==> config.mk <==
export PLATFORM = sky130hd
export DESIGN_NAME = tts_tx_encoder
export DESIGN_NICKNAME = d
export VERILOG_FILES = /design/src/rtl/tts_tx_encoder.sv
export SDC_FILE = /design/constraint.sdc
export NUM_CORES = 1
export LEC_CHECK = 0
export CELL_PAD_IN_SITES_DETAIL_PLACEMENT = 1
export CELL_PAD_IN_SITES_GLOBAL_PLACEMENT = 1
export CORE_UTILIZATION = 30
export DETAILED_ROUTE_END_ITERATION = 16
export DONT_BUFFER_PORTS = 1
export PLACE_DENSITY_LB_ADDON = 0.1
export SLEW_MARGIN = 0
export SYNTH_ARGS = -nofsm -noshare
export SYNTH_HDL_FRONTEND = slang
export SYNTH_SLANG_ARGS = --single-unit
export TNS_END_PERCENT = 50
==> constraint.sdc <==
create_clock -name clk_40 -period 3.3 [get_ports clk_40]
set_clock_uncertainty 0.15 [all_clocks]
set_input_delay 0.165 -clock clk_40 [delete_from_list [all_inputs] [get_ports clk_40]]
set_output_delay 0.165 -clock clk_40 [all_outputs]
set_load 0.1 [all_outputs]
==> src/rtl/tts_tx_encoder.sv <==
// TTS serial encoder for the AMC13 TTS line.
// Debounces the requested TTS code, waits a quiet period after reset,
// then streams back-to-back 12-bit frames: 1100, code, ~code (MSB first).
//
// state | meaning
// IDLE  | line held low while the post-reset quiet period counts down
// SEND  | continuous framing; a new frame loads whenever bit_cnt is 0
module tts_tx_encoder #(
  parameter int unsigned FILTER_CYCLES = 4,
  parameter int unsigned IDLE_CYCLES   = 16
) (
  input  logic        clk_40,
  input  logic        rst_n,
  input  logic [3:0]  tts_state,
  output logic        tts_out,
  output logic        frame_start,
  output logic [3:0]  sent_state,
  output logic [15:0] frame_count
);

  typedef enum logic {
    IDLE = 1'b0,
    SEND = 1'b1
  } state_t;

  localparam logic [3:0] FILT_TC  = 4'(FILTER_CYCLES - 1);
  localparam logic [7:0] IDLE_TC  = 8'(IDLE_CYCLES - 1);
  localparam logic [3:0] CODE_OOS = 4'h2;

  state_t      state_q, state_d;
  logic [1:0]  rst_sync;
  logic        rst_ok;
  logic [3:0]  candidate;
  logic [3:0]  stable_cnt;
  logic [3:0]  adopted;
  logic        adopt_fire;
  logic [3:0]  adopt_next;
  logic [7:0]  idle_cnt;
  logic [3:0]  bit_cnt;
  logic [11:0] shreg;
  logic [15:0] frame_cnt;
  logic        load_frame;

  assign rst_ok      = rst_sync[1];
  assign tts_out     = shreg[11];
  assign frame_count = frame_cnt;

  // A code that has survived the filter on this edge is used by a frame loaded on the same edge.
  assign adopt_fire = (stable_cnt == FILT_TC) && (tts_state == candidate);
  assign adopt_next = adopt_fire ? candidate : adopted;

  // Two-flop release synchronizer: assertion is immediate, release is aligned to clk_40.
  always_ff @(posedge clk_40 or negedge rst_n) begin
    if (!rst_n) rst_sync <= 2'b00;
    else        rst_sync <= {rst_sync[0], 1'b1};
  end

  // Input filter: a code must be seen on consecutive edges before it is adopted.
  always_ff @(posedge clk_40 or negedge rst_n) begin
    if (!rst_n) begin
      candidate  <= CODE_OOS;
      stable_cnt <= 4'd0;
      adopted    <= CODE_OOS;
    end else if (rst_ok) begin
      if (tts_state != candidate) begin
        candidate  <= tts_state;
        stable_cnt <= 4'd0;
      end else if (stable_cnt != FILT_TC) begin
        stable_cnt <= stable_cnt + 4'd1;
      end
      if (adopt_fire) adopted <= candidate;
    end
  end

  // State register.
  always_ff @(posedge clk_40 or negedge rst_n) begin
    if (!rst_n) state_q <= IDLE;
    else        state_q <= state_d;
  end

  // Next-state logic and frame-load decision.
  always_comb begin
    state_d    = state_q;
    load_frame = 1'b0;
    case (state_q)
      IDLE: begin
        if (rst_ok && (idle_cnt == 8'd0)) begin
          state_d    = SEND;
          load_frame = 1'b1;
        end
      end
      SEND: begin
        if (bit_cnt == 4'd0) load_frame = 1'b1;
      end
      default: state_d = IDLE;
    endcase
  end

  // Quiet-period timer, bit counter, shift register and frame bookkeeping.
  always_ff @(posedge clk_40 or negedge rst_n) begin
    if (!rst_n) begin
      idle_cnt    <= IDLE_TC;
      bit_cnt     <= 4'd0;
      shreg       <= 12'd0;
      frame_start <= 1'b0;
      sent_state  <= CODE_OOS;
      frame_cnt   <= 16'd0;
    end else begin
      frame_start <= load_frame;
      if ((state_q == IDLE) && rst_ok && (idle_cnt != 8'd0)) begin
        idle_cnt <= idle_cnt - 8'd1;
      end
      if (load_frame) begin
        shreg      <= {4'b1100, adopt_next, ~adopt_next};
        sent_state <= adopt_next;
        frame_cnt  <= frame_cnt + 16'd1;
        bit_cnt    <= 4'd1;
      end else if (state_q == SEND) begin
        shreg   <= {shreg[10:0], 1'b0};
        bit_cnt <= (bit_cnt == 4'd11) ? 4'd0 : bit_cnt + 4'd1;
      end
    end
  end

endmodule

# [Word-level counts from Yosys, hierarchy flattened]
# Index checks and enable logic that the tools add are counted.
[op_classes] addsub=4 n_eq_ne=5 mux=12 bitwise_logic=2 reduce_logical=11
[ops] op="$mux 12" n=2
[ops] op="$mux 4" n=6
[ops] op="$add 16x1->16 const B" n=1
[ops] op="$add 4x1->4 const B" n=2
[ops] op="$logic_not 8->1" n=1
[ops] op="$reduce_bool 8->1" n=1
[ops] op="$sub 8x1->8 const B" n=1
[ops] op="$eq 4x2->1 const B" n=1
[ops] op="$eq 4x4->1" n=1
[ops] op="$eq 4x4->1 const B" n=1
[ops] op="$logic_and 1x1->1" n=4
[ops] op="$logic_not 4->1" n=1
[ops] op="$ne 4x2->1 const B" n=1
[ops] op="$ne 4x4->1" n=1
[ops] op="$not 4->4" n=1
[ops] op="$reduce_and 2->1" n=2
[ops] op="$reduce_bool 2->1" n=2
[ops] op="$mux 1" n=3
[ops] op="$pmux 1 s2" n=1
[ops] op="$not 1->1" n=1
[word_totals] register_bits=60 input_bits=6 output_inout_bits=22 elab_cells=45

# [Depth between registers and ports, before layout]
[logic_depth] word_depth=5 mapped_depth=10 ltp_nobuf=8

# [Worst setup path before layout]
# No wires, ideal clock.
[synth_timing] path_type="reg2reg" start="register frame_cnt[0] (netlist: frame_count[0])" end="register frame_cnt[12] (netlist: frame_count[12])" setup_time_ps=163 arrival_ps=2104 required_ps=2987 path_slack_ps=884 stages_incl_launch_ff=6 path_buffers=0 synth_period_minus_slack_ps=2416 cell_sequence="dfrtp_1 ha_1 nand3_1 or4_4 nor2_1 xor2_1"
[synth_via] elab_chain_len=1
[synth_lines] item="start: declaration" line="41" text="logic [15:0] frame_cnt;"
[synth_lines] item="start signal: assignment" line="116" text="frame_cnt <= frame_cnt + 16'd1;"
[synth_lines] item="$add 16x1->16" line="116"
# No other way between the ends.
# A chain may end at the register's enable or synchronous reset.

# [Worst setup path in the final report]
[layout_timing] start="register idle_cnt[5]" end="register frame_cnt[15] (netlist: frame_count[15])"
[layout_via] elab_chain_len=4
[layout_lines] item="start: declaration" line="38" text="logic [7:0] idle_cnt;"
[layout_lines] item="start signal: assignment" line="111" text="idle_cnt <= idle_cnt - 8'd1;"
[layout_lines] item="$logic_not 8->1" line="87" text="if (rst_ok && (idle_cnt == 8'd0)) begin"
[layout_lines] item="$logic_and 1x1->1" line="87"
[layout_lines] item="$mux 1" line="87"
[layout_lines] item="$pmux 1 s2" line="85" text="case (state_q)"
# No other way between the ends.

==> impl_metrics.py <==
metrics = {
    "detailed_routing": {
        "vias": 1747,
        "drc": 0,
        "ant_nets": 0,
        "drt-total-wl_um": 5500,
        "routedWlPerCell_um": 15.2,
        "drtIter0Drc": 67,
        "dr.pass1.iters": 4,
        "via_per_inst": 4.83,
    },
    "pwr": {
        "vdd_drop_max_uv": 625,
        "leakage_nw": 1.46,
        "clock_power_share_pct": 23.8,
        "power.switching_mw": 1.08,
        "pwr-share-seq_pct": 49.3,
        "combPwrFrac_pct": 26.9,
        "power.density_nw_per_um2": 806,
        "power.internal_mw": 1.44,
        "swShare_pct": 42.9,
        "fin_total_pwr_mw": 2.52,
    },
    "cells_and_area": {
        "drive_gt1_share_pct": 20.6,
        "nNetsFinal": 264,
        "synthToLayoutAreaGrowth_pct": 17.5,
        "nFillCells": 925,
        "design_area_sq_um": 3120,
        "fin_util_pct": 37.3,
        "antennaDiodeCount": 0,
        "layoutNonFillerInstCount": 362,
    },
    "logic_synthesis": {
        "ys_top_cells_by_area": "dfrtp_1 50%, dfstp_2 6.9%, xnor2_1 5.9%",
        "synth_cell_type_count": 47,
        "netlist_instances": 225,
        "seq_area_frac_synth_pct": 56.8,
        "yosys-top-cells-count": "53 x dfrtp_1, 20 x nand2_1, 18 x xnor2_1",
        "yosysMostFrequentCell": "dfrtp_1",
        "synth_area_sq_um": 2660,
        "synth_top_area_share_pct": 49.9,
        "synth_warnings": 0,
        "synth-seq-cells": 60,
        "yosysTopAreaCell": "dfrtp_1",
        "synth_edf_count": 0,
        "async_flop_share_pct": 100,
        "ys.flop_type": "dfrtp_1",
        "avgSynthCellArea_sq_um": 11.8,
        "synth_fp_nets": 237,
    },
    "timing": {
        "rsz0062_at_grt": "false",
        "worstMarginPinSlew_ns": 0.940,
        "drv_slew": 0,
        "setup_viol": 0,
        "fmax_mhz": 393,
        "timing.final.ws_setup_ns": 0.758,
        "fin_tns_setup_ns": 0,
        "fin_crit_ns": 2.54,
        "finalCritPeriodShare_pct": 77.0,
        "max_slew_margin_pct": 37.3,
        "finalHoldViolations": 0,
        "hold_ws_ns": 0.0302,
    },
    "floorplan": {
        "die_area_sq_um": 9250,
        "fp-row-count": 33,
        "initial_utilization_pct": 31.7,
        "fp.dieW_um": 96.2,
        "core_sq_um": 8380,
        "dieHeight_um": 96.2,
        "io_pins": 28,
    },
    "global_routing": {
        "grtUsageMet3_pct": 3.55,
        "grt_max_degree": 61,
        "use_met2_pct": 18.7,
        "use_met1_pct": 19.2,
        "grt_pass1_vias": 1813,
        "busiest_layer": "met1",
        "grt_pass1_wl_um": 9190,
        "grt_usage_pct": 13.6,
        "antenna_found_initial": 0,
        "gr-total-overflow": 0,
    },
    "clocking": {
        "postCtsSetupBuffers": 0,
        "cts_buffers": 9,
        "cts.sinks": 60,
        "cts_tree": "built",
        "clk-insertion-delay-late_ns": 0.33,
        "htreeDepth": 3,
        "cts-resized-gates": 0,
        "cts.clk_slew.worst_paths_ns": 0.07,
        "clk_path_buf_depth": 2,
        "cts_root_buffer": "clkbuf_8",
    },
    "placement": {
        "port_buffers": 0,
        "gp_congestion": 0.730,
        "dp_slack_ns": 0.733,
        "dp_cells": 340,
        "hpwlAfterDp_um": 3700,
        "placed_area_sq_um": 2870,
    },
    "critical_path": {
        "critPathLaunchType": "flip-flop",
        "crit_type": "flip-flop to flip-flop",
        "arrival_ns": 2.57,
        "end_kind": "flip-flop",
        "required_ns": 3.33,
        "cp_max_fo": 11,
    },
    "status": {
        "status": "finished clean",
    },
    "run": {
        "cap_viol_max_count": 0,
    },
    "worst_hold_path": {
        "hold_path.class": "input port to flip-flop",
    },
}
-- metal layers --
layer | part of all wire (%) | vias to the layer above
li1 | - | 842
met4 | 1.7 | 0
met5 | 0 | -
met3 | 3.3 | 6
met1 | 50 | 875
met2 | 45 | 24
-- flip-flops by register name (all words and copies together), names as in the netlist, 2 cells and up --
register     flops
frame_count     16
shreg           12
idle_cnt         8
adopted          4
bit_cnt          4
candidate        4
sent_state       4
stable_cnt       4
rst_sync         2
-- final timing paths --
check	endpoint	cells past startpoint	slack (ns)	from
max	frame_count[15]	6	0.76	idle_cnt[5]
min	stable_cnt[2]	3	0.03	tts_state[0]
max reg2reg	frame_count[15]	6	0.76	idle_cnt[5]
min reg2reg	rst_sync[1]	0	0.21	rst_sync[0]
max in group asynchronous	adopted[1]	2	2.47	rst_n
min in group asynchronous	bit_cnt[2]	2	0.22	rst_n
-- cell usage in the layout (no fill, tap or decap), drive strengths merged, types with 3 or more instances in the layout --
cell	n
buf	17
nor3	4
clkbuf	14
xor2	8
inv	10
nor2	15
nand2	20
mux2i	3
dlygate4sd3	5
mux2	10
nand4	4
ha	6
a22o	5
dfrtp	53
nand3	7
o21ai	8
dfstp	7
a21oi	8
a21o	3
xnor2	18
-- cell families (layout without fill, tap and decap cells) --
logic type	Yosys count	count (layout)	synth area share, %
simple gates	63	63	12.2
flops	60	60	56.8
compound gates	40	40	10.6
xor+xnor	26	26	8.56
buf+inv	16	48	2.92
mux	13	13	5.93
fa+ha+maj	6	6	2.82
other cells	1	1	0.141
-- power groups by stage --
stage	Combinational (mW)	Sequential, mW	Clock, mW
after floorplan	0.340	1.43	0
after global placement	0.659	1.26	0
after detailed placement	0.662	1.26	0
after CTS	0.691	1.24	0.628
after global routing	0.757	1.26	0.661
final	0.678	1.24	0.600
-- cell type report --
| cell class | count | area [sq um] | area share (%) |
|---|---|---|---|
| Tap cell | 105 | 131 | 4.21 |
| Clock inverter | 2 | 12.5 | 0.400 |
| Sequential cell | 60 | 1510 | 48.3 |
| Timing Repair Buffer | 22 | 198 | 6.33 |
| Inverter | 10 | 37.5 | 1.20 |
| Multi-Input combinational cell | 149 | 1070 | 34.3 |
| Clock buffer | 14 | 163 | 5.21 |
-- critical path: stages, from the launching register on --
cell	delay, ns
dfrtp_1	0.43
nor4_4	0.38
a41oi_1	0.21
inv_2	0.19
nand2_1	0.28
or4_1	0.60
xnor2_1	0.15
-- timing repair --
item,4_1_cts,5_1_grt
hold endpoints to repair,66,0
hold buffers,6,0
endpoints found under the setup margin,0,0
(Power assumes the default switching activity.)
